<file path="src/rtl/alu_pkg.sv">
// Shared opcode values, FSM state encoding and flag bit positions for alu_seq.
package alu_pkg;
  localparam logic [3:0] OP_ADD = 4'd0;
  localparam logic [3:0] OP_SUB = 4'd1;
  localparam logic [3:0] OP_XOR = 4'd2;
  localparam logic [3:0] OP_AND = 4'd3;
  localparam logic [3:0] OP_INC = 4'd4;
  localparam logic [3:0] OP_DEC = 4'd5;
  localparam logic [3:0] OP_SHL = 4'd6;
  localparam logic [3:0] OP_SHR = 4'd7;
  localparam logic [3:0] OP_SAR = 4'd8;
  localparam logic [3:0] OP_OR  = 4'd9;
  localparam logic [3:0] OP_MUL = 4'd10;

  typedef enum logic [1:0] {
    S_IDLE = 2'd0,
    S_EXEC = 2'd1,
    S_DONE = 2'd2
  } state_e;

  localparam int FLG_ZERO  = 0;
  localparam int FLG_SIGN  = 1;
  localparam int FLG_CARRY = 2;
  localparam int FLG_OVF   = 3;
  localparam int FLG_W     = 4;

  function automatic logic is_shift(input logic [3:0] op);
    return (op == OP_SHL) || (op == OP_SHR) || (op == OP_SAR);
  endfunction
endpackage

</file>
<file path="src/rtl/alu_comb.sv">
// Single-cycle ALU ops with carry/overflow; shifts return a (the n=0 case),
// everything else (incl. mul) yields 0 with only zero set.
module alu_comb
  import alu_pkg::*;
#(
  parameter int WIDTH = 16
) (
  input  logic [WIDTH-1:0] a,
  input  logic [WIDTH-1:0] b,
  input  logic [3:0]       op,
  output logic [WIDTH-1:0] y,
  output logic [FLG_W-1:0] flags
);
  localparam int M = WIDTH - 1;
  localparam logic [WIDTH-1:0] ONE = WIDTH'(1);

  logic [WIDTH:0] w_add;
  logic [WIDTH:0] w_sub;
  logic           w_c;
  logic           w_v;

  assign w_add = {1'b0, a} + {1'b0, b};
  // The extra top bit of the difference is the unsigned borrow (a < b).
  assign w_sub = {1'b0, a} - {1'b0, b};

  always_comb begin
    y   = '0;
    w_c = 1'b0;
    w_v = 1'b0;
    case (op)
      OP_ADD: begin
        y   = w_add[M:0];
        w_c = w_add[WIDTH];
        w_v = (a[M] == b[M]) && (w_add[M] != a[M]);
      end
      OP_SUB: begin
        y   = w_sub[M:0];
        w_c = w_sub[WIDTH];
        w_v = (a[M] != b[M]) && (w_sub[M] != a[M]);
      end
      OP_XOR: y = a ^ b;
      OP_AND: y = a & b;
      OP_OR:  y = a | b;
      OP_INC: begin
        y   = a + ONE;
        w_c = &a;
        w_v = ~a[M] & (&a[M-1:0]);
      end
      OP_DEC: begin
        y   = a - ONE;
        w_c = ~|a;
        w_v = a[M] & ~|a[M-1:0];
      end
      OP_SHL, OP_SHR, OP_SAR: y = a;
      default: ;
    endcase
  end

  always_comb begin
    flags            = '0;
    flags[FLG_ZERO]  = ~|y;
    flags[FLG_SIGN]  = y[M];
    flags[FLG_CARRY] = w_c;
    flags[FLG_OVF]   = w_v;
  end
endmodule

</file>
<file path="src/rtl/alu_seq.sv">
// Handshaked sequential ALU: IDLE/EXEC/DONE FSM, bit-serial shifts and an
// optional shift-add multiply enabled by the ALU_SEQ_MUL_EN macro.
module alu_seq
  import alu_pkg::*;
#(
  parameter  int WIDTH   = 16,
  localparam int SHAMT_W = $clog2(WIDTH)
) (
  input  logic             clk,
  input  logic             rst_n,
  input  logic             in_valid,
  output logic             in_ready,
  input  logic [WIDTH-1:0] a,
  input  logic [WIDTH-1:0] b,
  input  logic [3:0]       control,
  output logic             out_valid,
  input  logic             out_ready,
  output logic [WIDTH-1:0] y,
  output logic             zero,
  output logic             sign,
  output logic             carry,
  output logic             overflow,
  output logic             busy
);
  localparam int M     = WIDTH - 1;
  localparam int CNT_W = SHAMT_W + 1;

  state_e             r_state, w_next;
  logic [3:0]         r_op;
  logic [CNT_W-1:0]   r_cnt;
  logic [WIDTH-1:0]   r_y;
  logic [FLG_W-1:0]   r_flags;

  logic [WIDTH-1:0]   w_cy;
  logic [FLG_W-1:0]   w_cflags;
  logic [SHAMT_W-1:0] w_n;
  logic               w_is_mul;
  logic               w_multi;
  logic               w_last;
  logic [WIDTH-1:0]   w_sy;
  logic               w_sc;
  logic               w_sv;
  logic [FLG_W-1:0]   w_sflags;
`ifdef ALU_SEQ_MUL_EN
  logic [WIDTH-1:0]   r_a;
  logic [WIDTH-1:0]   r_hi;
  logic [WIDTH-1:0]   w_shi;
  logic [WIDTH:0]     w_sum;
`endif

  alu_comb #(.WIDTH(WIDTH)) u_comb (
    .a     (a),
    .b     (b),
    .op    (control),
    .y     (w_cy),
    .flags (w_cflags)
  );

  assign w_n = b[SHAMT_W-1:0];
`ifdef ALU_SEQ_MUL_EN
  assign w_is_mul = (control == OP_MUL);
`else
  assign w_is_mul = 1'b0;
`endif
  assign w_multi = w_is_mul || (is_shift(control) && (w_n != '0));
  assign w_last  = (r_cnt == CNT_W'(1));

  always_ff @(posedge clk or negedge rst_n) begin
    if (!rst_n) r_state <= S_IDLE;
    else        r_state <= w_next;
  end

  always_comb begin
    w_next = r_state;
    case (r_state)
      S_IDLE:  if (in_valid)  w_next = w_multi ? S_EXEC : S_DONE;
      S_EXEC:  if (w_last)    w_next = S_DONE;
      S_DONE:  if (out_ready) w_next = S_IDLE;
      default: w_next = S_IDLE;
    endcase
  end

  // One iteration step; r_y doubles as the shift register and the
  // multiplier/low-product register, so only the last step sets flags.
  always_comb begin
    w_sy = r_y;
    w_sc = 1'b0;
    w_sv = 1'b0;
`ifdef ALU_SEQ_MUL_EN
    w_sum = {1'b0, r_hi} + (r_y[0] ? {1'b0, r_a} : '0);
    w_shi = w_sum[WIDTH:1];
`endif
    case (r_op)
      OP_SHL: begin w_sy = {r_y[M-1:0], 1'b0}; w_sc = r_y[M]; end
      OP_SHR: begin w_sy = {1'b0, r_y[M:1]};   w_sc = r_y[0]; end
      OP_SAR: begin w_sy = {r_y[M], r_y[M:1]}; w_sc = r_y[0]; end
`ifdef ALU_SEQ_MUL_EN
      OP_MUL: begin
        w_sy = {w_sum[0], r_y[M:1]};
        w_sc = |w_shi;
        w_sv = (w_shi != {WIDTH{w_sy[M]}});
      end
`endif
      default: ;
    endcase
    w_sflags            = '0;
    w_sflags[FLG_ZERO]  = ~|w_sy;
    w_sflags[FLG_SIGN]  = w_sy[M];
    w_sflags[FLG_CARRY] = w_sc;
    w_sflags[FLG_OVF]   = w_sv;
  end

  always_ff @(posedge clk or negedge rst_n) begin
    if (!rst_n) begin
      r_op    <= '0;
      r_cnt   <= '0;
      r_y     <= '0;
      r_flags <= '0;
`ifdef ALU_SEQ_MUL_EN
      r_a     <= '0;
      r_hi    <= '0;
`endif
    end else begin
      case (r_state)
        S_IDLE: if (in_valid) begin
          r_op <= control;
          if (w_multi) begin
            r_cnt   <= w_is_mul ? CNT_W'(WIDTH) : {1'b0, w_n};
            r_y     <= w_is_mul ? b : a;
            r_flags <= '0;
`ifdef ALU_SEQ_MUL_EN
            r_a     <= a;
            r_hi    <= '0;
`endif
          end else begin
            r_y     <= w_cy;
            r_flags <= w_cflags;
          end
        end
        S_EXEC: begin
          r_y   <= w_sy;
          r_cnt <= r_cnt - CNT_W'(1);
`ifdef ALU_SEQ_MUL_EN
          r_hi  <= w_shi;
`endif
          if (w_last) r_flags <= w_sflags;
        end
        default: ;
      endcase
    end
  end

  assign in_ready  = (r_state == S_IDLE);
  assign out_valid = (r_state == S_DONE);
  assign busy      = (r_state != S_IDLE);
  assign y         = r_y;
  assign zero      = r_flags[FLG_ZERO];
  assign sign      = r_flags[FLG_SIGN];
  assign carry     = r_flags[FLG_CARRY];
  assign overflow  = r_flags[FLG_OVF];
endmodule

</file>
<file path="config.mk">
export PLATFORM = sky130hd
export DESIGN_NAME = alu_seq
export DESIGN_NICKNAME = d
export VERILOG_FILES = /design/src/rtl/alu_pkg.sv /design/src/rtl/alu_comb.sv /design/src/rtl/alu_seq.sv
export SDC_FILE = /design/constraint.sdc
export NUM_CORES = 1
export LEC_CHECK = 0
export CORE_UTILIZATION = 50
export DETAILED_ROUTE_END_ITERATION = 7
export GPL_ROUTABILITY_DRIVEN = 0
export PLACE_DENSITY = 0.84
export SYNTH_ARGS = -nofsm -noshare
export SYNTH_HDL_FRONTEND = slang
export SYNTH_SLANG_ARGS = --single-unit
</file>
<file path="constraint.sdc">
create_clock -name clk -period 2.35 [get_ports clk]
set_input_delay 0.705 -clock clk [delete_from_list [all_inputs] [get_ports clk]]
set_output_delay 0.705 -clock clk [all_outputs]
set_load 0.02 [all_outputs]
</file>
==> metrics.log, run 1 <==
[metrics] status: did not finish
[metrics] Exit stage: 5_1_grt
[metrics] Err: [ERROR GRT-0232] Routing congestion too high. Check the congestion heatmap in the GUI.
[metrics] Post-synth top flop: sky130_fd_sc_hd__dfrtp_1
[metrics] initial cell density of the core: 52.6%
[metrics] net count of the mapped netlist: just over 800
[metrics] Die Span X: 104 um
[metrics] All-Layer GR Usage: around 99%
[metrics] FF+latch count, synth: 31
[metrics] fraction of the yosys area taken by sequential cells: between 10% and 20%
[metrics] count of hold buffers inserted by post-cts repair: 0
[metrics] total clock buffers created by CTS: 5
[metrics] num ports: 63
[metrics] pre-CTS WS: -1.62 ns
[metrics] Die Span Y: 104 um
[metrics] final worst endpoint reported by repair_timing after global routing: r_flags[0]$_DFFE_PN0P_/D
[metrics] average footprint of a synthesized cell: 7.32 um^2
[metrics] Warnings, synthesis: 0
[metrics] Clock Root Buffer: sky130_fd_sc_hd__clkbuf_8
[metrics] area of placed instances: 7680 um^2
[metrics] maximum number of pins on one net before global-route repair: 32
[metrics] standard-cell row count: 36
[metrics] Port-buffer cells: slightly above 60
[metrics] Sink Count: 31
[metrics] total congestion overflow after global routing: 949
[metrics] area of the mapped netlist: 5230 um^2
[metrics] HPWL reported at the end of detailed placement: 16.7 mm
[metrics] number of distinct library cell variants in the gate-level netlist after synthesis: between 80 and 90
[metrics] Mapped Cells: 715
[metrics] count of H-tree levels built during CTS: 2
[metrics] number of flops mapped to enable cells by yosys: 0
[metrics] share of synthesized flip-flops with an asynchronous set or reset: 100%
[metrics] kind of endpoint with the least setup slack: sequential cell input
[metrics] deepest clock path buffer count: 2
layer usage:
layer / GRT overflow / track usage, %
met1: 14 / 89.0
met2: 702 / 130
met3: 9 / 74.3
met4: 223 / 114
met5: 1 / 32.4
stage by stage:
step                instances  hold slack (ns)  utilization [%]  TNS, ns
floorplan                 715            0.409                -    -8.99
global placement         1069            0.488             77.1   -26.70
detailed placement       1069            0.493             77.1   -29.03
CTS                      1114            0.517             88.7    -8.64
cell families after synthesis:
logic type / after synthesis / share of synthesized area, %
flip-flops: 31 / 14.8
XOR/XNOR: 15 / 2.51
adder cells (fa/ha/maj): 53 / 13.0
buffers and inverters: 102 / 8.32
AO/OA/AOI/OAI: 245 / 33.7
multiplexers: 11 / 2.13
AND/OR/NAND/NOR: 258 / 25.5
synth_stat cells (all sizes together) (4+ instances only):
| cell type | count | share of area, % |
|---|---|---|
| nand2 | 64 | 4.6 |
| nor2 | 61 | 4.4 |
| ha | 51 | 12 |
| inv | 47 | 3.4 |
| o21ai | 45 | 4.3 |
| a21oi | 43 | 4.1 |
| clkbuf | 34 | 2.5 |
| dfrtp | 31 | 15 |
| nor3 | 28 | 2.7 |
| buf | 19 | 2.3 |
| a221oi | 15 | 2.5 |
| o211ai | 15 | 2.2 |
| a222oi | 14 | 2.7 |
| nand4 | 14 | 1.7 |
| o22ai | 14 | 1.8 |
| nand2b | 13 | 1.6 |
| nand3 | 13 | 1.2 |
| xnor2 | 12 | 2.0 |
| mux2i | 10 | 1.9 |
| nor4 | 10 | 1.6 |
| nor2b | 9 | 1.1 |
| o31ai | 9 | 1.3 |
| a211oi | 8 | 1.2 |
| a2111oi | 7 | 1.2 |
| a21o | 7 | 1.0 |
| a31oi | 7 | 0.84 |
| and2 | 7 | 0.84 |
| and3 | 7 | 0.84 |
| or3 | 7 | 0.84 |
| a22oi | 6 | 0.86 |
| nor3b | 5 | 0.81 |
| or4 | 5 | 0.86 |
| nand4b | 4 | 0.67 |
| o311ai | 4 | 0.67 |
| o41ai | 4 | 0.81 |
timing repair:
action | in CTS
gates resized for setup | 292
gates cloned | 2
endpoints found under the setup margin | 28
pin swaps | 88
setup buffers | 44
==> inputs of run 2 (changes only) <==
CORE_UTILIZATION = 35   (was 50)
PLACE_DENSITY = not set   (was 0.84)
PLACE_DENSITY_LB_ADDON = 0.15   (was not set)
==> run 2 against run 1 <==
  * The flow now finishes, with violations (setup timing)
  * Area after synthesis did not move
  * Synthesized cell count did not move
==> metrics.log, run 2 <==
[metrics] status: finished with violations
[metrics] violations in the final reports: setup timing
[metrics] Warnings, synthesis: 0 (unchanged)
[metrics] clock latency of the later-clocked register in the worst-skew pair: 0.28 ns
[metrics] Mapped Cells: 715 (unchanged)
[metrics] All-Layer GR Usage: ~29%
[metrics] FF+latch count, synth: 31 (unchanged)
[metrics] summed negative setup slack over all endpoints: -9.18 ns
[metrics] number of placed instances with taps included: 1132 (+5.9%)
[metrics] clock input transition at the sequential cells of the worst setup and hold paths: 0.05 ns
[metrics] Die Span Y: 124 um (+19%)
[metrics] Sink Count: 31 (unchanged)
[metrics] share of synthesized flip-flops with an asynchronous set or reset: 100% (unchanged)
[metrics] deepest clock path buffer count: 2 (unchanged)
[metrics] startpoint kind of the worst setup timing path: input pin
[metrics] kind of cell adding the most delay to the critical path: compound AO/OA/AOI/OAI gates
[metrics] antenna violations before repair: 0
[metrics] Total Die Area: roughly 15000 um^2
[metrics] overall power of the completed layout: ~5.3 mW
[metrics] count of H-tree levels built during CTS: 2 (unchanged)
[metrics] worst min-delay path class: reg -> reg
[metrics] Crit Path Category: in -> reg
[metrics] most common cell after layout, fill and taps aside: sky130_fd_sc_hd__buf_4
[metrics] actual transition at the worst max-transition pin: 1.01 ns
[metrics] via count: 7198
[metrics] drc violations: 0
[metrics] met3 Resource Use GR: a little under 4%
[metrics] vias in the first global route: 6995
[metrics] leakage power figure: between 3 and 4 nW
[metrics] global-route track usage on met2: 48.2%
[metrics] critical path, cell by cell: buf_8, inv_4, ha_4, fa_2, nor2_4, o311ai_4, buf_6, and2_1, o41a_1, a221oi_1, o21bai_2, nand4_1, or3_1, o21ai_1
[metrics] largest cells by area after synthesis: sky130_fd_sc_hd__dfrtp_1 (15%), sky130_fd_sc_hd__ha_1 (12%), sky130_fd_sc_hd__nand2_1 (4.6%), sky130_fd_sc_hd__nor2_1 (4.4%), sky130_fd_sc_hd__a21oi_1 (4.1%)
[metrics] total clock buffers created by CTS: 5 (unchanged)
[metrics] category of the worst setup path capture point: flip-flop
[metrics] Finished Layout Cells: roughly 1200
[metrics] most frequent cells in the layout: sky130_fd_sc_hd__buf_4 (232), sky130_fd_sc_hd__nand2_1 (58), sky130_fd_sc_hd__nor2_1 (53)
[metrics] fraction of the mapped netlist area in simple logic gates: 25.5% (unchanged)
[metrics] worst hold margin: about 0.52 ns
[metrics] area of the mapped netlist: 5230 um^2 (unchanged)
[metrics] num ports: 63 (unchanged)
[metrics] complex-gate fraction of the synthesized area: 33.7% (unchanged)
[metrics] maximum vdd ir drop: between 0.0004 and 0.0005 V
[metrics] highest net fanout along the worst path: 3
[metrics] antenna fix cells: 0
[metrics] minimum clock period after layout: 3.14 ns
[metrics] GRT met1 Usage: 36.7%
[metrics] maximum number of pins on one net before global-route repair: 32
[metrics] Tcrit/Tclk final: 134%
[metrics] Port-buffer cells: 62 (unchanged)
[metrics] area added between synthesis and finish: 73.0%
[metrics] Final Max Tran Viols: 0
[metrics] main combinational cell family by area after synthesis: compound AO/OA/AOI/OAI gates
[metrics] Final Skew: 0.00551 ns
[metrics] initial cell density of the core: 36.0% (-17 points)
[metrics] fraction of the yosys area taken by sequential cells: 14.8% (unchanged)
[metrics] utilization of the core after routing: 62.3%
[metrics] RSZ-0062 raised after global routing: yes
[metrics] first-pass iteration count of the detailed router: 6
[metrics] Bufs and invs on worst path: 3
[metrics] biggest area consumer among synthesized cells: sky130_fd_sc_hd__dfrtp_1
[metrics] TritonCTS clock tree: yes
[metrics] number of hold violations in the final report: 0
[metrics] worst max-slew margin expressed relative to the limit: 32.7%
[metrics] power density over the cells: 584 nW/um^2
[metrics] Worst path slowest cell: sky130_fd_sc_hd__fa_2
[metrics] Post-synth top flop: sky130_fd_sc_hd__dfrtp_1
[metrics] net count of the mapped netlist: 808 (unchanged)
[metrics] HPWL reported at the end of detailed placement: 17.0 mm (+1.6%)
[metrics] first-pass GRT wire length: 36.2 mm
[metrics] top cells by count, synth: sky130_fd_sc_hd__nand2_1 (64), sky130_fd_sc_hd__nor2_1 (61), sky130_fd_sc_hd__ha_1 (51), sky130_fd_sc_hd__inv_1 (47), sky130_fd_sc_hd__a21oi_1 (43)
[metrics] most instantiated library cell after synthesis: sky130_fd_sc_hd__nand2_1
[metrics] number of distinct library cell variants in the gate-level netlist after synthesis: 81 (unchanged)
[metrics] Wirelength per Cell: 19.3 um
[metrics] post-detailed-route count of antenna-violating nets: 0
[metrics] GR peak layer: met2
[metrics] share of the synthesized area in the top cell type: 14.8% (unchanged)
[metrics] Peak Freq: 318 MHz
[metrics] setup slack of the critical path after layout: -0.793 ns
[metrics] standard-cell row count: 44 (+22%)
[metrics] number of flops mapped to enable cells by yosys: 0 (unchanged)
[metrics] Post-layout nets: 1083
[metrics] fraction of layout instances using a drive strength above 1: 45.9%
[metrics] Post-Route WL: 22.7 mm
[metrics] Die Span X: 124 um (+19%)
[metrics] xor/xnor cell area share of the yosys netlist: 2.51% (unchanged)
[metrics] Clock Root Buffer: sky130_fd_sc_hd__clkbuf_16
[metrics] count of hold buffers inserted by post-cts repair: 0 (unchanged)
[metrics] average footprint of a synthesized cell: 7.32 um^2 (unchanged)
[metrics] total congestion overflow after global routing: 0
[metrics] per-cell via count in the routed design: 6.13
[metrics] post-synthesis mux area share: 2.13% (unchanged)
[metrics] CORE AREA: 14500 um^2
[metrics] adder-cell area share of the yosys netlist: 13.0% (unchanged)
[metrics] Slowest Stage Delay on Critical Path: 0.37 ns
[metrics] count of routing violations after the opening detailed-route iteration: 776
[metrics] setup violation total in the final timing report: 19
[metrics] number of violations of the max-capacitance limit: 0
[metrics] worst endpoint data arrival time: around 3.4 ns
[metrics] WP data required: 2.56 ns
[metrics] flip-flop count of the largest register after layout: 16
## run 2: final cells by class
type	count	area [um^2]
inverter	49	226
clock buffer	6	139
multi-input combinational	582	4990
tap	184	230
clock inverter	1	5.00
fill	1233	5480
timing repair buffer	321	2690
sequential	31	776
## run 2: timing repair
item	CTS	global route
resized for setup	272	49
setup endpoints to repair	27	26
setup buffers	37	8
hold endpoints to repair	0	0
pin swaps	82	39
## run 2: where the power goes
group	internal, mW	switching, mW
registers	0.789	0.308
logic	1.68	1.86
clock network	0.413	0.228
total	2.88	2.40
## run 2: path summary, 6_finish.rpt
check | from | end | slack [ns] | depth (start not counted)
setup / recovery | a[0] | r_flags[0] | -0.79 | 14
hold / removal | r_op[2] | r_op[2] | 0.52 | 2
min in group asynchronous | rst_n | r_state[0] | 0.82 | 2
hold reg to reg | r_op[2] | r_op[2] | 0.52 | 2
setup reg to reg | r_op[2] | r_flags[0] | -0.11 | 7
max in group asynchronous | rst_n | r_flags[1] | 1.25 | 2
## run 2: worst register-to-register path, delay by kind of cell, from the launching register on
family / cells / cell delay [ns]
mux: 1 / 0.14
compound gates: 2 / 0.50
simple gates: 4 / 1.36
flops: 1 / 0.39
## run 2: metal layers
layer,share of wire (%),up-vias,wire length (um)
met2,48,396,10800
met1,41,3432,9300
met4,3.8,0,855
li1,-,3275,-
met3,7.6,95,1720
met5,0,-,0
## run 2: cell families after synthesis
kind of cell	after synthesis
buffers and inverters	102
muxes	11
DFF	31
adders and majority gates	53
xor gates and xnor gates	15
AOI/OAI and AO/OA	245
and+or+nand+nor	258
## run 2: stage by stage
stage,worst slack (ns),instance area [um^2]
6_report,-0.793,9050
5_1_grt,-0.887,9050
4_1_cts,-0.822,8820
3_5_place_dp,-1.61,7860
3_3_place_gp,-1.53,7860
2_1_floorplan,-1.06,5710
(Power assumes the default switching activity.)
==> inputs of run 3 (changes only) <==
clock period = 4 ns   (was 2.35 ns; I/O delays follow)
==> run 3 against run 2 <==
  * The run now ends clean
  * Die area unchanged
  * Via count down 8.0%
  * Power decreased by 47%
  * First-iteration DRC count is 22% lower
  * Global-route usage is 2.9 points lower
  * Critical path depth rose by 1
  * Worst setup slack gained 0.84 ns
  * Largest cell class unchanged
==> metrics.log, run 3 (synthesis gave the netlist of run 2 again) <==
[metrics] Clock power frac: 13.9% (+1.8 points)
[metrics] Post-layout nets: 1011 (-6.6%)
[metrics] overall power of the completed layout: 2.82 mW (-47%)
[metrics] drc violations: 0 (unchanged)
[metrics] maximum number of pins on one net before global-route repair: 32 (unchanged)
[metrics] R2R depth: 7 (unchanged)
[metrics] total congestion overflow after global routing: 0 (unchanged)
[metrics] first-pass iteration count of the detailed router: 8 (+2)
[metrics] maximum vdd ir drop: 0.000223 V (-45%)
[metrics] count of H-tree levels built during CTS: 2 (unchanged)
[metrics] Crit Path Category: in -> reg
[metrics] sequential group share of total power: 23.2% (+2.4 points)
[metrics] status: completed
[metrics] vias in the first global route: 6396 (-8.6%)
[metrics] Post-Route WL: 20.6 mm (-9.0%)
[metrics] count of routing violations after the opening detailed-route iteration: 608 (-22%)
[metrics] Sink Count: 31 (unchanged)
[metrics] first-pass GRT wire length: 32.5 mm (-10%)
[metrics] most common cell after layout, fill and taps aside: sky130_fd_sc_hd__buf_4
[metrics] Worst path depth: 15 (+1)
[metrics] summed area of non-filler cells in the final layout: 7800 um^2 (-14%)
[metrics] Wirelength per Cell: 18.7 um (-3.1%)
[metrics] total clock buffers created by CTS: 5 (unchanged)
[metrics] num ports: 63 (unchanged)
[metrics] worst min-delay path class: reg -> reg
[metrics] All-Layer GR Usage: 25.6% (-2.9 points)
[metrics] actual transition at the worst max-transition pin: 0.929 ns (-0.0760 ns)
[metrics] minimum clock period after layout: 3.96 ns
[metrics] CORE AREA: 14500 um^2 (unchanged)
[metrics] logic gate share of total power: 62.9% (-4.2 points)
[metrics] Clock Root Buffer: sky130_fd_sc_hd__clkbuf_16
[metrics] worst endpoint data arrival time: 4.16 ns (+0.81 ns)
[metrics] cell count of the worst hold path: 2 (unchanged)
[metrics] Bufs and invs on worst path: 3 (unchanged)
[metrics] post-detailed-route count of antenna-violating nets: 0 (unchanged)
[metrics] Final Skew: 0.00366 ns (-0.00185 ns)
[metrics] initial cell density of the core: 36.0% (unchanged)
[metrics] Slowest Stage Delay on Critical Path: 0.37 ns (about the same)
[metrics] area of placed instances: 7150 um^2 (-8.9%)
[metrics] clock latency of the later-clocked register in the worst-skew pair: 0.28 ns (about the same)
[metrics] worst max-slew margin expressed relative to the limit: 37.8% (+5.1 points)
[metrics] category of the worst setup path capture point: flip-flop
[metrics] number of hold violations in the final report: 0 (unchanged)
[metrics] Peak Freq: 253 MHz
[metrics] Sw Pwr: 1.28 mW (-47%)
[metrics] antenna violations before repair: 0 (unchanged)
[metrics] count of hold buffers inserted by post-cts repair: 0 (unchanged)
[metrics] via count: 6620 (-8.0%)
[metrics] WP data required: 4.20 ns (+1.64 ns)
[metrics] HPWL reported at the end of detailed placement: 16.2 mm (-4.6%)
[metrics] Worst path slowest cell: sky130_fd_sc_hd__or3_1
[metrics] deepest clock path buffer count: 2 (unchanged)
[metrics] Die Span X: 124 um (unchanged)
[metrics] Tcrit/Tclk final: a little over nine tenths
[metrics] per-cell via count in the routed design: 6.00 (-2.1%)
[metrics] number of violations of the max-capacitance limit: 0 (unchanged)
[metrics] Die Span Y: 124 um (unchanged)
[metrics] clock input transition at the sequential cells of the worst setup and hold paths: 0.05 ns (about the same)
[metrics] internal power: 1.54 mW (-47%)
[metrics] leakage power figure: 3.46 nW (-12%)
[metrics] kind of cell adding the most delay to the critical path: simple AND/OR/NAND/NOR gates
[metrics] switching fraction of total power: 45.4% (about the same)
[metrics] critical path, cell by cell: dlygate4sd2_1, and4bb_1, xnor2_2, ha_4, buf_4, nor4_4, buf_4, nand2_1, and3_1, o21ai_1, o211ai_1, nor4_1, nand4b_1, or3_1, o21ai_1
[metrics] flip-flop count of the largest register after layout: 16 (unchanged)
[metrics] Final Max Tran Viols: 0 (unchanged)
[metrics] highest net fanout along the worst path: 6 (+3)
[metrics] TritonCTS clock tree: yes
[metrics] startpoint kind of the worst setup timing path: input pin
[metrics] Total Die Area: 15400 um^2 (unchanged)
[metrics] most frequent cells in the layout: sky130_fd_sc_hd__buf_4 (184), sky130_fd_sc_hd__nand2_1 (64), sky130_fd_sc_hd__nor2_1 (57), sky130_fd_sc_hd__clkdlybuf4s50_1 (44), sky130_fd_sc_hd__inv_1 (40)
[metrics] area added between synthesis and finish: 49.1%
[metrics] power density over the cells: 361 nW/um^2 (-38%)
[metrics] antenna fix cells: 0 (unchanged)
[metrics] Port-buffer cells: 62 (unchanged)
[metrics] standard-cell row count: 44 (unchanged)
[metrics] setup violation total in the final timing report: 0 (-19)
[metrics] fraction of layout instances using a drive strength above 1: 29.7% (-16 points)
[run 3: cell count changes in the layout (fill, tap and decap cells not counted), moves of 10 or more]
cell and change:
sky130_fd_sc_hd__ha_4 -12, sky130_fd_sc_hd__o21ai_0 +17, sky130_fd_sc_hd__buf_6 -31, sky130_fd_sc_hd__clkdlybuf4s50_1 +10
sky130_fd_sc_hd__buf_4 -48, sky130_fd_sc_hd__ha_1 +11, sky130_fd_sc_hd__o21ai_1 -10, sky130_fd_sc_hd__inv_1 +17
[run 3: worst register-to-register path: stages, from the launching register on]
cell                       delay (ns)
sky130_fd_sc_hd__dfrtp_1         0.43
sky130_fd_sc_hd__nor4b_1         0.44
sky130_fd_sc_hd__nor2_1          0.32
sky130_fd_sc_hd__a222oi_1        0.38
sky130_fd_sc_hd__nand4_1         0.19
sky130_fd_sc_hd__nor4_1          0.37
sky130_fd_sc_hd__mux2i_1         0.14
sky130_fd_sc_hd__o21ai_1         0.09
[run 3: what timing repair did]
action                     CTS  global route
resized for setup           53            50
buffers inserted             9             6
pin swaps                   24            33
setup endpoints to repair   11            11
[run 3: final timing paths]
path	from	end	slack [ns]
max	control[1]	r_flags[0]	0.04
min	r_op[2]	r_op[2]	0.51
max reg2reg	r_op[0]	r_flags[0]	1.57
min reg2reg	r_op[2]	r_op[2]	0.51
max in group asynchronous	rst_n	y[11]	2.38
min in group asynchronous	rst_n	r_cnt[4]	1.32
[run 3: final cells by class]
| type | count | area [um^2] |
|---|---|---|
| tap | 184 | 230 |
| clock buffer | 8 | 156 |
| timing repair buffer | 249 | 2040 |
| multi-input combinational | 582 | 4410 |
| sequential | 31 | 776 |
| fill | 1401 | 6740 |
| inverter | 49 | 184 |
[run 3: per-stage QoR]
stage | setup slack, ns | std cells | TNS (ns) | hold slack, ns | util [%]
2_1_floorplan | 0.00717 | 715 | 0 | 0.469 | -
3_3_place_gp | -0.639 | 1081 | -5.29 | 0.494 | 49.2
3_5_place_dp | -0.840 | 1081 | -6.53 | 0.503 | 49.2
4_1_cts | 0.00223 | 1098 | 0 | 0.515 | 52.1
5_1_grt | -0.0460 | 1103 | -0.0588 | 0.548 | 53.7
6_report | 0.0416 | 1103 | 0 | 0.513 | 53.7
[run 3: metal layers]
| metal | track usage (%) | vias to the layer above | part of all wire, % |
|---|---|---|---|
| li1 | - | 3117 | - |
| met1 | 33.3 | 3106 | 43 |
| met2 | 42.1 | 332 | 47 |
| met3 | 3.31 | 65 | 7.2 |
| met4 | 11.2 | 0 | 3.3 |
| met5 | 0 | - | 0 |
[run 3: power groups by stage]
stage / combinational (mW) / sequential (mW) / clock, mW
6_report: 1.77 / 0.652 / 0.392
2_1_floorplan: 0.882 / 0.716 / 0
4_1_cts: 1.72 / 0.648 / 0.402
3_5_place_dp: 1.67 / 0.649 / 0
3_3_place_gp: 1.65 / 0.643 / 0
5_1_grt: 1.92 / 0.676 / 0.418
==> inputs of run 4 (changes only) <==
CELL_PAD_IN_SITES_DETAIL_PLACEMENT = 1   (was not set)
CELL_PAD_IN_SITES_GLOBAL_PLACEMENT = 1   (was not set)
==> run 4 against run 3 <==
  * Final cell count rose by 0.73%
  * Routed wire length up 23%
  * Register-to-register slack barely moved
  * Worst setup slack improved by 0.012 ns
  * Largest cell class unchanged
  * Highest routed layer unchanged
  * Critical path type unchanged
  * Die area unchanged
  * Sequential cell count is the same
  * Utilization increased by 2.2 points
==> metrics.log, run 4 (synthesis gave the netlist of run 2 again) <==
[metrics] Bufs and invs on worst path: 2 (-1)
[metrics] startpoint kind of the worst setup timing path: input pin
[metrics] Slowest Stage Delay on Critical Path: 0.44 ns (+0.07 ns)
[metrics] maximum number of pins on one net before global-route repair: 32 (unchanged)
[metrics] clock latency of the later-clocked register in the worst-skew pair: 0.29 ns (about the same)
[metrics] Clock Root Buffer: sky130_fd_sc_hd__clkbuf_16
[metrics] Final Skew: 0.00942 ns (+0.00575 ns)
[metrics] TritonCTS clock tree: yes
[metrics] leakage power figure: 3.57 nW (+3.1%)
[metrics] power density over the cells: 370 nW/um^2 (+2.3%)
[metrics] summed negative setup slack over all endpoints: 0 ns (unchanged)
[metrics] Post-layout nets: 1019 (+0.79%)
[metrics] Peak Freq: 253 MHz (+0.31%)
[metrics] total congestion overflow after global routing: 0 (unchanged)
[metrics] standard-cell row count: 44 (unchanged)
[metrics] drc violations: 0 (unchanged)
[metrics] post-detailed-route count of antenna-violating nets: 0 (unchanged)
[metrics] Final Max Tran Viols: 0 (unchanged)
[metrics] worst max-slew margin expressed relative to the limit: 32.8% (-5.0 points)
[metrics] via count: 7027 (+6.1%)
[metrics] count of hold buffers inserted by post-cts repair: 0 (unchanged)
[metrics] deepest clock path buffer count: 2 (unchanged)
[metrics] number of violations of the max-capacitance limit: 0 (unchanged)
[metrics] antenna violations before repair: 0 (unchanged)
[metrics] area added between synthesis and finish: 55.1%
[metrics] num ports: 63 (unchanged)
[metrics] Wirelength per Cell: 22.9 um (+22%)
[metrics] Sink Count: 31 (unchanged)
[metrics] worst hold margin: 0.501 ns (-0.0119 ns)
[metrics] Die Span Y: 124 um (unchanged)
[metrics] category of the worst setup path capture point: flip-flop
[metrics] initial cell density of the core: 36.0% (unchanged)
[metrics] number of hold violations in the final report: 0 (unchanged)
[metrics] first-pass iteration count of the detailed router: 6 (-2)
[metrics] HPWL reported at the end of detailed placement: 18.4 mm (+13%)
[metrics] utilization of the core after routing: 55.8% (+2.2 points)
[metrics] clock input transition at the sequential cells of the worst setup and hold paths: 0.06 ns (about the same)
[metrics] Worst path depth: 14 (-1)
[metrics] R2R depth: 7 (unchanged)
[metrics] All-Layer GR Usage: 31.0% (+5.4 points)
[metrics] actual transition at the worst max-transition pin: 1.00 ns (+0.0741 ns)
[metrics] CORE AREA: 14500 um^2 (unchanged)
[metrics] worst endpoint data arrival time: 4.17 ns (about the same)
[metrics] per-cell via count in the routed design: 6.32 (+5.4%)
[metrics] critical path, cell by cell: clkdlybuf4s15_1, and4bb_4, xnor2_4, ha_4, nor4_4, buf_4, nand2_1, and3_4, o21ai_2, o211ai_1, nor4_2, nand4b_1, or3_4, o21ai_2
[metrics] flip-flop count of the largest register after layout: 16 (unchanged)
[metrics] highest net fanout along the worst path: 3 (-3)
[metrics] worst min-delay path class: reg -> reg
[metrics] status: completed
[metrics] maximum vdd ir drop: 0.000220 V (-1.2%)
[metrics] total clock buffers created by CTS: 5 (unchanged)
[metrics] Total Die Area: 15400 um^2 (unchanged)
[metrics] count of H-tree levels built during CTS: 2 (unchanged)
[metrics] Crit Path Category: in -> reg
[metrics] WP data required: 4.22 ns (+0.02 ns)
[metrics] overall power of the completed layout: 3.00 mW (+6.5%)
[metrics] fraction of layout instances using a drive strength above 1: 33.2% (+3.5 points)
[metrics] most used cell, CP: sky130_fd_sc_hd__o21ai_2
[metrics] critical register-to-register path endpoint: r_flags[0]
[metrics] register-to-register setup slack: 1.56 ns (about the same)
[metrics] minimum clock period after layout: 3.95 ns (-0.0122 ns)
[metrics] setup violation total in the final timing report: 0 (unchanged)
[metrics] most frequent cells in the layout: sky130_fd_sc_hd__buf_4 (187), sky130_fd_sc_hd__nand2_1 (64), sky130_fd_sc_hd__nor2_1 (53), sky130_fd_sc_hd__clkdlybuf4s50_1 (42), sky130_fd_sc_hd__ha_1 (37)
[metrics] Port-buffer cells: 62 (unchanged)
[metrics] antenna fix cells: 0 (unchanged)
[metrics] Worst path slowest cell: sky130_fd_sc_hd__nor4_2
[metrics] Die Span X: 124 um (unchanged)
[metrics] launch point of the worst reg-to-reg path: r_op[0]
[metrics] first-pass GRT wire length: 39.0 mm (+20%)
[metrics] count of routing violations after the opening detailed-route iteration: 608 (unchanged)
[metrics] most common cell after layout, fill and taps aside: sky130_fd_sc_hd__buf_4
[metrics] Tcrit/Tclk final: 98.7% (-0.30 points)
[metrics] vias in the first global route: 7205 (+13%)
[metrics] Post-Route WL: 25.4 mm (+23%)
[metrics] capturing instance or port of the critical path: r_flags[0]
[metrics] kind of cell adding the most delay to the critical path: simple AND/OR/NAND/NOR gates
[metrics] startpoint of the worst setup timing path: control[1]
==> run 4: area by class of cell <==
class                           count  area (um^2)
Clock buffer                        6          139
Tap cell                          184          230
Clock inverter                      2         35.0
Timing Repair Buffer              257         2140
Multi-Input combinational cell    582         4600
Inverter                           49          188
Fill cell                        1752         6420
Sequential cell                    31          776
==> run 4: worst reg2reg max path, cell delays in order, from the launching register on <==
cell and delay (ns):
sky130_fd_sc_hd__dfrtp_1 0.43, sky130_fd_sc_hd__nor4b_1 0.42, sky130_fd_sc_hd__nor2_1 0.32, sky130_fd_sc_hd__a222oi_1 0.46, sky130_fd_sc_hd__nand4_1 0.18, sky130_fd_sc_hd__nor4_1 0.34, sky130_fd_sc_hd__mux2i_1 0.15, sky130_fd_sc_hd__o21ai_2 0.07
==> run 4: what timing repair did <==
action,4_1_cts,5_1_grt
setup endpoints to repair,13,12
setup buffers,12,11
endpoints found under the hold margin,0,0
pin swaps,25,33
resized for setup,73,80
==> run 4: per-stage QoR <==
stage	area (um^2)	setup slack (ns)	cells
floorplan	5260	0.00717	715
global placement	7160	-0.765	1080
detailed placement	7160	-0.830	1080
CTS	7740	0.00142	1100
global route	8110	-0.0801	1111
finish	8110	0.0538	1111
==> run 4: power by group <==
part	switching, mW	internal (mW)	leakage (nW)
clock network	0.146	0.309	0.0868
logic	1.05	0.842	3.11
registers	0.195	0.463	0.375
total	1.39	1.61	3.57
==> run 4: worst min-delay path by stage <==
stage	start	end	slack, ns	cells past startpoint
floorplan	r_op[2]	r_op[2]	0.47	2
global placement	r_op[2]	r_op[2]	0.50	2
detailed placement	r_op[1]	r_op[1]	0.49	2
CTS	r_op[1]	r_op[1]	0.51	2
global route	r_op[1]	r_op[1]	0.53	2
finish	r_op[1]	r_op[1]	0.50	2
==> run 4: routing by layer <==
layer / up-vias / GRT usage [%] / routed length [um]
li1: 3140 / - / -
met2: 353 / 54.1 / 12400
met1: 3442 / 39.0 / 10300
met5: - / 0 / 0
met4: 0 / 10.9 / 1010
met3: 92 / 3.69 / 1730
==> patch 1 (config.mk and constraints of run 4) <==
The option `ALU_SEQ_MUL_EN` is turned on by a define.
--- a/src/rtl/alu_seq.sv
+++ b/src/rtl/alu_seq.sv
@@ -1,5 +1,7 @@
 // Handshaked sequential ALU: IDLE/EXEC/DONE FSM, bit-serial shifts and an
 // optional shift-add multiply enabled by the ALU_SEQ_MUL_EN macro.
+`define ALU_SEQ_MUL_EN
+
 module alu_seq
   import alu_pkg::*;
 #(
Behaviour: not the same (a bounded check fails within 4 cycles, from zero or initial values and one cycle with rst_n low).
==> patch 1 against run 4 <==
  * Total power rose by 69%
  * Design area rose by 29%
  * Fmax rose by 1.3%
  * Die area rose by 42%
  * Worst setup slack improved by 50 ps
  * Combinational power rose by 62%
  * Wire length rose by 31%
  * Sequential cell count rose by 32
  * Non-clock buffer count rose by 11
  * Synthesized area rose by 43%
  * Clock skew rose by 8.3 ps
  * Critical path type unchanged
==> patch 1: results (changes against run 4) <==
STA
  • Setup total negative slack: 0 ps (unchanged)
  • Min cycle time layout: 3896 ps (-50.02 ps)
  • Clock skew: 17.76 ps (+8.340 ps)
  • Slew @ Worst Pin: 991.6 ps (-11.99 ps)
  • Hold WS: 477.4 ps (-23.84 ps)

Drt
  • Routed length per instance: 22.35 um (-2.4%)
  • Metal2 WL: 14,830 um (+20%)
  • M1 WL: 15,590 um (+51%)
  • Detailed Routing Iterations Pass 1: 8 (+2)
  • Iteration-0 DRC Markers: 693 (+14%)
  • Vias per Instance: 6.073 (-4.0%)
  • Uppermost routed layer: met5
  • Routed Wire Length: 33,280 um (+31%)
  • Met3 wire length: 1835 um (+6.4%)

Clock network
  • TritonCTS buffer count: 9 (+4)
  • Worst skew pair latency: 340 ps (+50 ps)
  • CTS Buffer Depth: 2 (unchanged)
  • Root buf cell: clkbuf_16
  • Htree depth: 3 (+1)
  • Clock slew seen by the registers of the worst setup and hold paths: 60 ps (about the same)

Place
  • Dpl cell area: 9683 sq um (+35%)
  • Placement Setup Slack: -506.3 ps (+323.9 ps)
  • Total placed cells including tap cells: 1,459 (+35%)
  • I/O Buffers: 62 (unchanged)
  • Hpwl dp: 26,030 um (+42%)

Yosys
  • Synthesis Warnings: 0 (unchanged)
  • Mean Syn Cell Area: 7.546 sq um (+3.1%)
  • Synth top area share: 0.2108 (+0.06252)
  • Synth top cells by count: 86 x nor2_1, 76 x a21oi_1, 69 x nand2_1
  • Top cells by area, synth: dfrtp_1 21%, ha_1 11%, a21oi_1 5.1%
  • Register area share after synthesis: 0.2108 (+0.06252)
  • Number of library cell types mapped by synthesis: 77 (-4.9%)
  • Syn nets: 1,101 (+36%)

GRT
  • M1 GR Usage: 0.4327 (+0.04248)
  • GRT met2 Usage: 0.4669 (-0.07454)
  • Pin count of the biggest net entering global routing: 31 (-3.1%)
  • First-pass GRT wire length: 51,290 um (+31%)
  • GRT Overall Usage: 0.3017 (-0.008255)
  • Met3 GRT Util: 0.03650 (-0.0004385)
  • Vias in the first global route: 8,906 (+24%)
  • Initial antenna violation count: 2 (+2)

Pwr
  • Clock share of power: 0.161 (+0.009)
  • Leak: 4.643 nW (+30%)
  • Peak VDD IR: 0.2138 mV (-2.8%)
  • Logic gate share of total power: 0.605 (-0.024)
  • Clock Power: 0.814 mW (+79%)
  • P_int: 2.728 mW (+69%)

Outcome
  • Outcome: finished clean

Cells and area
  • N_diodes: 0 (unchanged)
  • Nets@finish: 1,319 (+29%)
  • Layout cell share with drive strength beyond 1: 0.2471 (-0.08514)

Setup path
  • CP arrival: 4160 ps (about the same)
  • Worst R2R Setup Slack: 190 ps (-1370 ps)
  • CP Max Fanout: 4 (+1)

Worst hold path
  • Hold crit path type: reg2reg
==> patch 1: critical path, stage by stage <==
cell	delay, ps
clkdlybuf4s50_1	430
buf_4	160
or4_4	570
buf_4	180
nor4_4	360
a22oi_1	160
a21o_1	190
a21oi_1	170
o211a_1	240
and3_1	170
nand4_1	160
o21ai_1	160
==> patch 1: what timing repair did <==
item	4_1_cts	5_1_grt
hold endpoints to repair	0	0
setup buffers	0	14
resized for setup	8	68
pin swaps	0	27
setup endpoints to repair	1	8
==> patch 1: area by class of cell <==
cell class,instances,area (sq um)
fill,2612,10500
multi-input combinational,805,5787
timing repair buffer,268,2213
sequential,63,1577
tap,275,344.1
inverter,62,232.7
clock buffer,9,225.2
clock inverter,7,77.57
==> patch 1: cell families (layout without fill, tap and decap cells) <==
family,count (synthesis),count (layout),synth area share
AO/OA/AOI/OAI,341,341,0.3097
XOR/XNOR,28,28,0.03279
adder cells (fa/ha/maj),70,70,0.1201
buffers and inverters,123,346,0.06207
flip-flops,63,63,0.2108
multiplexers,12,12,0.01623
AND/OR/NAND/NOR,354,354,0.2483
==> patch 1: path summary, 6_finish.rpt <==
path                                      from                     end  cells past startpoint
max                                       a[3]  r_flags[0]$_DFFE_PN0P_                     12
min                        r_a[11]$_DFFE_PN0P_     r_a[11]$_DFFE_PN0P_                      2
max reg2reg                   y[0]$_DFFE_PN0P_  r_flags[3]$_DFFE_PN0P_                     13
min reg2reg                r_a[11]$_DFFE_PN0P_     r_a[11]$_DFFE_PN0P_                      2
max in group asynchronous                rst_n     r_a[12]$_DFFE_PN0P_                      2
min in group asynchronous                rst_n     r_hi[4]$_DFFE_PN0P_                      1
==> patch 2 (config.mk and constraints of run 4) <==
Without the edit above. Put a register stage on the output `overflow`, without a reset. The value now appears one clock later. The other outputs are not delayed to match. Comments in the files are not updated.
--- a/src/rtl/alu_seq.sv
+++ b/src/rtl/alu_seq.sv
@@ -157,6 +157,8 @@
   assign zero      = r_flags[FLG_ZERO];
   assign sign      = r_flags[FLG_SIGN];
   assign carry     = r_flags[FLG_CARRY];
-  assign overflow  = r_flags[FLG_OVF];
+  always_ff @(posedge clk) begin
+    overflow <= r_flags[FLG_OVF];
+  end
 endmodule
 
Formal check against the unedited RTL: not equivalent (Yosys sat finds a counterexample within 4 cycles, from zero or initial values and one cycle with rst_n low).
==> patch 2 against run 4 <==
  * Total power decreased by 1.9%
  * Worst setup slack got worse by 11 ps
  * Sequential power up 3%
  * Sequential cell count is 1 higher
  * Synthesized area up 3.3%
  * Design area decreased by 0.68%
  * Fmax down 0.28%
  * Via count decreased by 0.63%
  * Wire length fell by 2.4%
  * Largest cell class unchanged
==> patch 2: results (changes against run 4) <==
Outcome
  • Outcome: finished clean

Cells and area
  • Layout cell share with drive strength beyond 1: 0.2989 (-0.03340)
  • Nets@finish: 1,049 (+2.9%)
  • Largest register FFs: 16 (unchanged)
  • FILL cells: 1,839 (+5.0%)

Setup path
  • FF-to-FF path depth: 8 (+1)
  • CP Max Fanout: 9 (+6)
  • Max incr delay on CP: 610 ps (+170 ps)
  • Setup CP Type: in2reg
  • CP arrival: 4150 ps (-20 ps)
  • Reg2reg start: r_op[1]$_DFFE_PN0P_
  • CP Launch Point: a[3]
  • Worst R2R Setup Slack: 1540 ps (-20 ps)
  • Critical-path top delay cell: or4_4

Place
  • Hpwl dp: 19,300 um (+4.9%)
  • I/O Buffers: 62 (unchanged)
  • Placement Setup Slack: -649.9 ps (+180.3 ps)
  • Total placed cells including tap cells: 1,127 (+4.4%)

Drt
  • Routed length per instance: 21.68 um (-5.3%)
  • Vias per Instance: 6.099 (-3.6%)
  • # DRC: 0 (unchanged)
  • Iteration-0 DRC Markers: 533 (-12%)
  • Routed Wire Length: 24,820 um (-2.4%)
  • Detailed Routing Iterations Pass 1: 5 (-1)

Clock network
  • CTS Buffer Depth: 2 (unchanged)
  • Worst skew pair latency: 290 ps (about the same)
  • Htree depth: 2 (unchanged)
  • Root buf cell: clkbuf_16
  • Clock slew seen by the registers of the worst setup and hold paths: 50 ps

GRT
  • First-pass GRT wire length: 39,240 um (+0.57%)
  • Pin count of the biggest net entering global routing: 36 (+13%)
  • Vias in the first global route: 7,337 (+1.8%)
  • GRT Overall Usage: 0.3112 (+0.001205)

Yosys
  • Post-synth EDFFs: 0 (unchanged)
  • Number of library cell types mapped by synthesis: 81 (unchanged)
  • Top cells by area, synth: dfrtp_1 14%, ha_1 12%, nor2_1 5.8%
  • Register area share after synthesis: 0.1473 (-0.0009995)
  • FFs w/ async S/R, synth: 0.9688 (-0.03125)
  • Synth top cells by count: 84 x nor2_1, 61 x nand2_1, 52 x inv_1
  • Post-synthesis cell count: 752 (+5.2%)
  • Syn nets: 845 (+4.6%)

STA
  • Min cycle time layout: 3957 ps (+10.98 ps)
  • Worst slew margin: 0.3889 (+0.06041)
  • Clock skew: 4.032 ps (-5.383 ps)
  • Final setup fails: 0 (unchanged)

Pwr
  • Switching share of power: 0.4741 (+0.01218)
  • Leak: 3.594 nW (+0.68%)
  • Peak VDD IR: 0.2742 mV (+25%)

Worst hold path
  • Hold crit path type: reg2reg
[patch 2: cell count changes in the layout (fill, tap and decap cells not counted), sizes merged, moves of 5 or more]
cell,delta
inv,+5
clkdlybuf4s50,+7
mux2i,+8
buf,-10
o211ai,-5
nand3,+11
dlymetal6s2s,-7
a211o,+9
a221oi,-6
o22ai,-8
nor2,+24
[patch 2: kinds of logic after synthesis]
family	after synthesis	share of synthesized area
AO/OA/AOI/OAI	234	0.3071
XOR/XNOR	13	0.02107
adder cells (fa/ha/maj)	53	0.1255
buffers and inverters	104	0.07758
flip-flops	32	0.1473
multiplexers	19	0.03543
AND/OR/NAND/NOR	297	0.2860
[patch 2: timing repair]
action	in CTS	in global routing
gates cloned	0	0
hold buffers	0	0
pin swaps	25	26
resized for setup	55	62
setup endpoints to repair	13	12
setup buffers	7	3
[patch 2: power by group through the flow]
stage	clock (mW)	sequential, mW	combinational [mW]
after global placement	0	0.660	1.71
final	0.376	0.676	1.89
after detailed placement	0	0.679	1.77
after CTS	0.384	0.675	1.82
after floorplan	0	0.730	0.905
after global routing	0.395	0.705	2.04
[patch 2: layer usage]
metal	routed length (um)	global-route usage
met1	10370	0.3772
met2	12260	0.5535
met3	1098	0.02846
met4	1095	0.1460
met5	0	0
[patch 2: worst min-delay path by stage]
| stage | start | end | slack [ps] | cells past startpoint |
|---|---|---|---|---|
| floorplan | r_flags[3]$_DFFE_PN0P_ | overflow$_DFF_P_ | 350 | 0 |
| global placement | r_flags[3]$_DFFE_PN0P_ | overflow$_DFF_P_ | 360 | 0 |
| detailed placement | r_flags[3]$_DFFE_PN0P_ | overflow$_DFF_P_ | 360 | 0 |
| CTS | r_flags[3]$_DFFE_PN0P_ | overflow$_DFF_P_ | 370 | 0 |
| global route | r_flags[3]$_DFFE_PN0P_ | overflow$_DFF_P_ | 380 | 0 |
| finish | r_flags[3]$_DFFE_PN0P_ | overflow$_DFF_P_ | 370 | 0 |
[patch 2: layout make-up]
cell class | count | area, sq um | area share
Inverter | 54 | 202.7 | 0.02515
Clock buffer | 5 | 125.1 | 0.01553
Tap cell | 188 | 235.2 | 0.02919
Clock inverter | 3 | 18.77 | 0.002329
Sequential cell | 32 | 795.8 | 0.09874
Timing Repair Buffer | 247 | 2012 | 0.2497
Multi-Input combinational cell | 616 | 4669 | 0.5794
[patch 2: metrics by stage]
step,instance area [sq um],utilization,TNS (ps),total power [mW]
after detailed placement,7363,0.4862,-6298,2.448
after floorplan,5410,-,0,1.635
final,8059,0.5321,0,2.944
after global placement,7363,0.4862,-4376,2.368
after CTS,7766,0.5128,0,2.876
after global routing,8059,0.5321,-83.01,3.144
